--- src/rtl/joy_pkg.sv ---
// Shared definitions for the joystick shift-register link: frame geometry,
// transmitter state encoding, edge-detector payload and the frame bit order.
package joy_pkg;

    localparam int unsigned JOY_WIDTH     = 12;
    localparam int unsigned JOY_FRAME_LEN = 24;
    localparam int unsigned JOY_CNT_W     = 5;
    localparam logic        JOY_IDLE_LEVEL = 1'b1;

    typedef enum logic [1:0] {
        IDLE  = 2'd0,
        LOAD  = 2'd1,
        SHIFT = 2'd2,
        DRAIN = 2'd3
    } joy_tx_state_t;

    // Synchronised level plus single-cycle rising-edge flag
    typedef struct packed {
        logic level;
        logic rise;
    } joy_edge_t;

    // Frame order, bit 0 first: [4] selects player (0 = joy1, 1 = joy2), [3:0] is the joy bit
    localparam logic [4:0] JOY_FRAME_ORDER [JOY_FRAME_LEN] = '{
        5'h08, 5'h06, 5'h05, 5'h04, 5'h03, 5'h02, 5'h01, 5'h00,
        5'h18, 5'h16, 5'h15, 5'h14, 5'h13, 5'h12, 5'h11, 5'h10,
        5'h1A, 5'h1B, 5'h19, 5'h17,
        5'h0A, 5'h0B, 5'h09, 5'h07
    };

    // Assemble a serial frame from both player words using the order table
    function automatic logic [JOY_FRAME_LEN-1:0] joy_build_frame(
        input logic [JOY_WIDTH-1:0] j1,
        input logic [JOY_WIDTH-1:0] j2
    );
        logic [JOY_FRAME_LEN-1:0] frame;
        logic [4:0]               src;
        frame = '1;
        for (int i = 0; i < int'(JOY_FRAME_LEN); i++) begin
            src      = JOY_FRAME_ORDER[i];
            frame[i] = src[4] ? j2[src[3:0]] : j1[src[3:0]];
        end
        return frame;
    endfunction

endpackage

--- src/rtl/joy_sync_edge.sv ---
// Synchroniser and rising-edge detector for one asynchronous reader line.
// Optional 3-sample majority filter enabled by JOY_TX_GLITCH_FILTER_EN.
module joy_sync_edge
    import joy_pkg::*;
#(
    parameter int unsigned SYNC_STAGES = 2
) (
    input  logic      clk,
    input  logic      rst_n,
    input  logic      din,
    output joy_edge_t edge_c
);

    logic [SYNC_STAGES-1:0] sync_q;
    logic                   lvl;
    logic                   prev_q;

    // Metastability chain; idles high so a released line looks inactive
    always_ff @(posedge clk or negedge rst_n) begin
        if (!rst_n) begin
            sync_q <= '1;
        end else begin
            sync_q <= {sync_q[SYNC_STAGES-2:0], din};
        end
    end

`ifdef JOY_TX_GLITCH_FILTER_EN
    logic [1:0] hist_q;
    logic       filt_q;

    // Registered majority vote over three consecutive synchronised samples
    always_ff @(posedge clk or negedge rst_n) begin
        if (!rst_n) begin
            hist_q <= '1;
            filt_q <= 1'b1;
        end else begin
            hist_q <= {hist_q[0], sync_q[SYNC_STAGES-1]};
            filt_q <= (sync_q[SYNC_STAGES-1] & hist_q[0]) |
                      (sync_q[SYNC_STAGES-1] & hist_q[1]) |
                      (hist_q[0] & hist_q[1]);
        end
    end

    assign lvl = filt_q;
`else
    assign lvl = sync_q[SYNC_STAGES-1];
`endif

    // Previous level for edge detection
    always_ff @(posedge clk or negedge rst_n) begin
        if (!rst_n) begin
            prev_q <= 1'b1;
        end else begin
            prev_q <= lvl;
        end
    end

    assign edge_c.level = lvl;
    assign edge_c.rise  = lvl & ~prev_q;

endmodule

--- src/rtl/joy_shift_tx.sv ---
// Joystick serial transmitter: presents two player words as a 24-bit frame
// shifted out on the reader's JOY_CLK after a JOY_LOAD strobe.
// Build option JOY_TX_GLITCH_FILTER_EN adds a majority filter on both lines.
module joy_shift_tx
    import joy_pkg::*;
#(
    parameter int unsigned SYNC_STAGES = 2
) (
    input  logic                 clk50mhz,
    input  logic                 reset_n,
    input  logic [JOY_WIDTH-1:0] joy1,
    input  logic [JOY_WIDTH-1:0] joy2,
    input  logic                 JOY_CLK,
    input  logic                 JOY_LOAD,
    output logic                 JOY_DATA,
    output logic                 frame_done,
    output logic                 busy
);

    logic [1:0]               rst_sync_q;
    logic                     rst_n;
    joy_edge_t                clk_ev;
    joy_edge_t                load_ev;
    logic                     load_low;
    logic                     shift_c;

    joy_tx_state_t            state_q, state_n;
    logic [JOY_FRAME_LEN-1:0] sr_q, sr_n;
    logic [JOY_CNT_W-1:0]     cnt_q, cnt_n;
    logic                     done_q, done_n;
    logic                     busy_q, busy_n;

    // Asynchronous assert, clock-synchronous release of the internal reset
    always_ff @(posedge clk50mhz or negedge reset_n) begin
        if (!reset_n) begin
            rst_sync_q <= '0;
        end else begin
            rst_sync_q <= {rst_sync_q[0], 1'b1};
        end
    end

    assign rst_n = rst_sync_q[1];

    joy_sync_edge #(.SYNC_STAGES(SYNC_STAGES)) u_clk_sync (
        .clk    (clk50mhz),
        .rst_n  (rst_n),
        .din    (JOY_CLK),
        .edge_c (clk_ev)
    );

    joy_sync_edge #(.SYNC_STAGES(SYNC_STAGES)) u_load_sync (
        .clk    (clk50mhz),
        .rst_n  (rst_n),
        .din    (JOY_LOAD),
        .edge_c (load_ev)
    );

    assign load_low = ~load_ev.level;
    // A shift request is a rising edge seen while the line is settled high
    assign shift_c  = clk_ev.rise & clk_ev.level;

    // State, shift register, counter and output flags
    always_ff @(posedge clk50mhz or negedge rst_n) begin
        if (!rst_n) begin
            state_q <= IDLE;
            sr_q    <= '1;
            cnt_q   <= '0;
            done_q  <= 1'b0;
            busy_q  <= 1'b0;
        end else begin
            state_q <= state_n;
            sr_q    <= sr_n;
            cnt_q   <= cnt_n;
            done_q  <= done_n;
            busy_q  <= busy_n;
        end
    end

    // Next-state, frame loading and shifting; LOAD low overrides everything
    always_comb begin
        state_n = state_q;
        sr_n    = sr_q;
        cnt_n   = cnt_q;
        done_n  = 1'b0;
        unique case (state_q)
            IDLE: begin
                if (load_low) begin
                    state_n = LOAD;
                    cnt_n   = '0;
                end
            end
            LOAD: begin
                sr_n  = joy_build_frame(joy1, joy2);
                cnt_n = '0;
                if (load_ev.rise) begin
                    state_n = SHIFT;
                end
            end
            SHIFT: begin
                if (load_low) begin
                    state_n = LOAD;
                    cnt_n   = '0;
                end else if (shift_c) begin
                    sr_n  = {JOY_IDLE_LEVEL, sr_q[JOY_FRAME_LEN-1:1]};
                    cnt_n = cnt_q + 1'b1;
                    if (cnt_q == JOY_CNT_W'(JOY_FRAME_LEN - 1)) begin
                        state_n = DRAIN;
                        done_n  = 1'b1;
                    end
                end
            end
            DRAIN: begin
                if (load_low) begin
                    state_n = LOAD;
                    cnt_n   = '0;
                end
            end
            default: begin
                state_n = IDLE;
            end
        endcase
        busy_n = (state_n == LOAD) || (state_n == SHIFT);
    end

    assign JOY_DATA   = sr_q[0];
    assign frame_done = done_q;
    assign busy       = busy_q;

endmodule

--- config.mk ---
export PLATFORM = sky130hd
export DESIGN_NAME = joy_shift_tx
export DESIGN_NICKNAME = d
export VERILOG_FILES = /design/src/rtl/joy_pkg.sv /design/src/rtl/joy_sync_edge.sv /design/src/rtl/joy_shift_tx.sv
export SDC_FILE = /design/constraint.sdc
export NUM_CORES = 1
export LEC_CHECK = 0
export CORE_UTILIZATION = 29
export DETAILED_ROUTE_END_ITERATION = 10
export SYNTH_ARGS = -nofsm -noshare
export SYNTH_HDL_FRONTEND = slang
export SYNTH_SLANG_ARGS = --single-unit
--- constraint.sdc ---
create_clock -name clk50mhz -period 1.73 [get_ports clk50mhz]
set_clock_uncertainty 0.05 [all_clocks]
set_input_delay 0.4325 -clock clk50mhz [delete_from_list [all_inputs] [get_ports clk50mhz]]
set_output_delay 0.4325 -clock clk50mhz [all_outputs]
set_load 0.03 [all_outputs]
==> flow_metrics.env, run 1 <==
export IMPL_drt_iter0_markers=52
export IMPL_start_kind="flop"
export IMPL_synth_cell_types=31
export IMPL_dpl_cell_area_mm2=0.00225
export IMPL_clk_latency_ns=0.29
export IMPL_hold_viol_final=0
export IMPL_ir_drop_v=0.000649
export IMPL_avgSynthCellArea_um2=11.4
export IMPL_core_mm2=0.00599
export IMPL_cp_arrival_ns=1.18
export IMPL_grt_pass1_wl_mm=5.60
export IMPL_setup_violations=0
export IMPL_cp_max_fo=2
export IMPL_power_density_mw_per_mm2=1500
export IMPL_maxSlewViolCount=0
export IMPL_via_count=1272
export IMPL_ff2ff_setup_slack_ns=0.13
export IMPL_area_growth_pct=30.9
export IMPL_drcViolationCount=0
export IMPL_fin_crit_sh=0.959
export IMPL_ff2ff_path_depth=6
export IMPL_grt_use_total=0.113
export IMPL_clk_pin_slew_ns=0.07
export IMPL_clock_path_buffers=2
export IMPL_dr_pass1_iters=4
export IMPL_mostFrequentLayoutCells="nor2_1 (30), dfstp_2 (30), clkdlybuf4s50_1 (27)"
export IMPL_layout_min_cycle_time_ns=1.66
export IMPL_critical_path_top_delay_family="flip-flops"
export IMPL_cts_made_buffers=5
export IMPL_timing_rr_start="state_q[0]"
export IMPL_syn_inst=161
export IMPL_clock_sinks=41
export IMPL_fp_dieW_um=81.5
export IMPL_rr_endpoint="busy"
export IMPL_hp_class="in2async"
export IMPL_required_ns=1.25
export IMPL_slowest_stage="dfstp_2"
export IMPL_ys_flop_type="dfstp_2"
export IMPL_fmax_ghz=0.603
export IMPL_wirelength_mm=3.54
export IMPL_critPathMaxStageDelay_ns=0.53
export IMPL_io_buffer_count=30
export IMPL_critPathBufInv=1
export IMPL_drive_gt1_frac=0.256
export IMPL_start_util=0.306
export IMPL_path_cells="clkdlybuf4s15_1"
export IMPL_synth_nets=192
export IMPL_cts_tree="done"
export IMPL_worstSetupEndpointType="output port"
export IMPL_fin_area_mm2=0.00240
export IMPL_drv_cap=0
export IMPL_antenna_found_initial=0
export IMPL_grt_ovfl_total=0
export IMPL_die_area_mm2=0.00664
export IMPL_p_total_mw=3.61
export IMPL_rows=28
export IMPL_die_height_um=81.5
export IMPL_yosys_warnings=0
export IMPL_wl_per_cell_um=12.9
export IMPL_ys_ff_latch=41
export IMPL_nets=229
export IMPL_grt_pass1_vias=1214
export IMPL_ys_seq_area_frac=0.581
export IMPL_dp_hpwl_mm=2.21
export IMPL_leakage_nw=0.940
export IMPL_worstSetupPathType="reg2out"
export IMPL_final_antenna_net_count=0
export IMPL_synth_area_mm2=0.00183
export IMPL_finalWeightedCongestion=0.781
export IMPL_grt_max_degree=48
export IMPL_synth_edf_count=0
export IMPL_ios=31
export IMPL_cts_htree_levels=2
export IMPL_vias_per_cell=4.64
export IMPL_hold_buffers=0
export IMPL_run_status="complete, no violations"
export IMPL_ctsRootBufferMaster="clkbuf_8"
export IMPL_async_flop_share=1.00
export IMPL_n_antenna_cell=0
[metrics by stage]
stage | utilization | setup WS, ns | setup TNS [ns] | hold WS (ns) | std cells
after floorplan | - | 0.191 | 0 | 0.0869 | 161
after global placement | 0.376 | 0.0833 | 0 | 0.284 | 264
after detailed placement | 0.376 | 0.0584 | 0 | 0.286 | 264
after CTS | 0.392 | 0.0252 | 0 | 0.239 | 272
after global routing | 0.400 | -0.00798 | -0.0111 | 0.243 | 274
final | 0.400 | 0.0717 | 0 | 0.249 | 274
[synthesized netlist by cell type, drive strengths merged (2+ instances only)]
library cell,count,share of area
a21oi,23,0.063
o21ai,2,0.0055
nand4b,2,0.0096
ha,3,0.020
nand2b,2,0.0068
inv,3,0.0061
dfstp,30,0.43
mux2i,23,0.13
nand3,2,0.0055
nand4,2,0.0068
nand2,3,0.0061
dfrtp,11,0.15
buf,7,0.022
xor2,4,0.019
nor2,30,0.061
[report_power, final]
group	total [mW]	switching (mW)	internal, mW	leakage, nW
clock network	0.672	0.312	0.360	0.0542
registers	1.62	0.161	1.46	0.462
logic	1.31	0.700	0.610	0.424
[cell type report]
cell class,instances,area [um^2]
Clock buffer,7,96.3
Clock inverter,1,5.00
Fill cell,615,3590
Inverter,3,11.3
Multi-Input combinational cell,109,728
Sequential cell,41,1060
Tap cell,75,93.8
Timing Repair Buffer,38,400
[state kept, by name (all words and copies together) (netlist names)]
name,cells
rst_sync_q,2
busy,1
frame_done,1
u_clk_sync.sync_q,2
u_clk_sync.prev_q,1
sr_q,24
u_load_sync.prev_q,1
cnt_q,5
u_load_sync.sync_q,2
state_q,2
[repair_timing]
action,CTS,global route
setup buffers,0,1
endpoints found under the setup margin,3,28
resized for setup,3,4
gates cloned,0,1
pin swaps,0,1
[layer usage]
layer	vias up	wire, um	global-route usage
met1	599	1740	0.155
li1	627	-	-
met3	7	246	0.0400
met2	39	1520	0.161
met5	-	0	0
met4	0	38	0.0429
[kinds of logic (layout without fill, tap and decap cells)]
logic type               after synthesis  after routing  synth area share
other                                  1              1           0.00205
AO/OA/AOI/OAI                         31             31            0.0977
adder cells (fa/ha/maj)                3              3            0.0205
flip-flops                            41             41             0.581
AND/OR/NAND/NOR                       46             46             0.118
XOR/XNOR                               4              4            0.0191
buffers and inverters                 11             49            0.0300
multiplexers                          24             24             0.132
[worst max-delay path by stage]
stage	slack, ns	to	start	cells past startpoint
after global placement	0.08	JOY_DATA	sr_q[0]	1
after global routing	-0.008	sr_q[17]	state_q[1]	7
after detailed placement	0.06	busy	state_q[0]	6
after floorplan	0.19	busy	state_q[0]	6
after CTS	0.03	JOY_DATA	sr_q[0]	1
final	0.07	JOY_DATA	sr_q[0]	1
Power figures use the tool's default switching activity.
==> inputs of run 2 (changes only) <==
- CORE_MARGIN: unset -> 1
==> results of run 2 <==
Final layout, timing and power as in run 1 (identical DEF).
==> inputs of run 3 (changes only) <==
--- a/config.mk
+++ b/config.mk
@@ -10,2 +10,4 @@
 export DETAILED_ROUTE_END_ITERATION = 10
+export PLACE_DENSITY = 0.5
+export SLEW_MARGIN = 10
 export SYNTH_ARGS = -nofsm -noshare
==> constraint.sdc (replaced) <==
create_clock -name clk50mhz -period 1.73 [get_ports clk50mhz]
set_clock_uncertainty 0.05 [all_clocks]
set_input_delay 0.346 -clock clk50mhz [delete_from_list [all_inputs] [get_ports clk50mhz]]
set_output_delay 0.346 -clock clk50mhz [all_outputs]
set_load 0.03 [all_outputs]
==> run 3 against run 2 <==
Largest power group unchanged. Die area did not move. Final cell count fell by 0.73%. Critical endpoint is now frame_done. Global-route usage rose by 0.61 points. Sequential power barely moved. Largest cell class unchanged. Core utilization fell by 0.86 points.
==> flow_metrics.env, run 3 (synthesized netlist as in run 1, its figures left out) <==
export IMPL_cp_arrival_ns=1.28
export IMPL_io_buffer_count=30
export IMPL_drt_iter0_markers=59
export IMPL_cts_made_buffers=5
export IMPL_grt_pass1_wl_mm=5.89
export IMPL_cts_htree_levels=2
export IMPL_via_count=1270
export IMPL_top_register="sr_q"
export IMPL_ios=31
export IMPL_leakage_nw=0.903
export IMPL_hold_buffers=0
export IMPL_path_cells="clkdlybuf4s50_1"
export IMPL_final_antenna_net_count=0
export IMPL_antenna_found_initial=0
export IMPL_drive_gt1_frac=0.239
export IMPL_cp_max_fo=1
export IMPL_fp_dieW_um=81.5
export IMPL_cp_depth=1
export IMPL_start_kind="flop"
export IMPL_grt_ovfl_total=0
export IMPL_timing_rr_start="state_q[0]"
export IMPL_top_regs="sr_q: 24 flops, cnt_q: 5 flops"
export IMPL_cts_tree="done"
export IMPL_worstSetupEndpointType="output port"
export IMPL_clock_sinks=41
export IMPL_setup_violations=0
export IMPL_fillers=569
export IMPL_hold_viol_final=0
export IMPL_die_area_mm2=0.00664
export IMPL_critPathMaxStageDelay_ns=0.66
export IMPL_drcViolationCount=0
export IMPL_run_status="complete, no violations"
export IMPL_power_density_mw_per_mm2=1480
export IMPL_ctsRootBufferMaster="clkbuf_8"
export IMPL_start_util=0.306
export IMPL_startpoint="frame_done"
export IMPL_die_height_um=81.5
export IMPL_cts_setup_buffers=0
export IMPL_largest_reg_flops=24
export IMPL_wirelength_mm=3.50
export IMPL_critical_path_top_delay_family="buffers and inverters"
export IMPL_grt_use_total=0.119
export IMPL_nets=227
export IMPL_worstSetupPathType="reg2out"
export IMPL_rows=28
export IMPL_maxSlewViolCount=0
export IMPL_finalWeightedCongestion=0.761
export IMPL_vias_per_cell=4.67
export IMPL_regArea_mm2=0.00106
export IMPL_clock_path_buffers=2
export IMPL_slowest_stage="clkdlybuf4s50_1"
export IMPL_fin_area_mm2=0.00235
export IMPL_rsz0062_at_grt="no"
export IMPL_clk_pin_slew_ns=0.07
export IMPL_grt_max_degree=48
export IMPL_hp_class="in2async"
export IMPL_layout_min_cycle_time_ns=1.67
export IMPL_fin_crit_sh=0.968
export IMPL_dpl_cell_area_mm2=0.00224
export IMPL_dr_pass1_iters=4
export IMPL_core_mm2=0.00599
export IMPL_drv_cap=0
export IMPL_dp_hpwl_mm=2.32
export IMPL_multi_input_area_um2=728
export IMPL_n_antenna_cell=0
export IMPL_grt_pass1_vias=1337
export IMPL_wl_per_cell_um=12.9
export IMPL_clk_latency_ns=0.28
export IMPL_fmax_ghz=0.597
export IMPL_ir_drop_v=0.000549
export IMPL_ff2ff_path_depth=6
export IMPL_mostFrequentLayoutCells="nor2_1 (30), dfstp_2 (30), clkdlybuf4s50_1 (29)"
export IMPL_critPathBufInv=1
export IMPL_required_ns=1.33
export IMPL_finalSetupTns_ns=0
export IMPL_area_growth_pct=28.1
run 3: area by class of cell:
class,instances,share of cell area
clock buffers,8,0.0384
repair buffers,36,0.154
flip-flops and latches,41,0.453
multi-input cells,109,0.310
inverters,3,0.00480
well taps,75,0.0400
run 3: layer usage:
layer,up-vias,wire (um),global-route usage
met5,-,0,0
met4,0,15,0.0464
met3,2,183,0.0467
met2,31,1730,0.196
met1,617,1570,0.138
li1,620,-,-
run 3: worst reg2reg max path, stage by stage (launching register included):
cell and delay, ns:
dfrtp_1 0.41, inv_1 0.13, ha_4 0.18, nand4b_1 0.17
or3_1 0.38, o211ai_2 0.10, xor2_1 0.16
run 3: worst paths after layout:
path                       slack, ns            end
max                             0.06     frame_done
min                             0.16  rst_sync_q[0]
max reg2reg                     0.07           busy
min reg2reg                     0.25       cnt_q[1]
max in group asynchronous       1.03       sr_q[16]
min in group clk50mhz           0.31  rst_sync_q[1]
run 3: what timing repair did:
| item | 4_1_cts | 5_1_grt |
|---|---|---|
| setup endpoints to repair | 1 | 11 |
| pin swaps | 0 | 1 |
| gates resized for setup | 1 | 4 |
run 3: where the power goes:
part,internal [mW],leakage (nW),switching [mW]
sequential,1.46,0.462,0.163
combinational,0.564,0.396,0.664
clock,0.325,0.0455,0.306
run 3: metrics by stage:
stage	hold slack [ns]	utilization	instances	setup slack [ns]	power (mW)
6_report	0.162	0.392	272	0.0552	3.48
5_1_grt	0.145	0.392	272	0.00405	3.75
4_1_cts	0.150	0.389	272	0.0311	3.49
3_5_place_dp	0.269	0.374	264	0.0635	2.84
3_3_place_gp	0.259	0.374	264	0.164	2.78
2_1_floorplan	0.000409	-	161	0.191	2.50
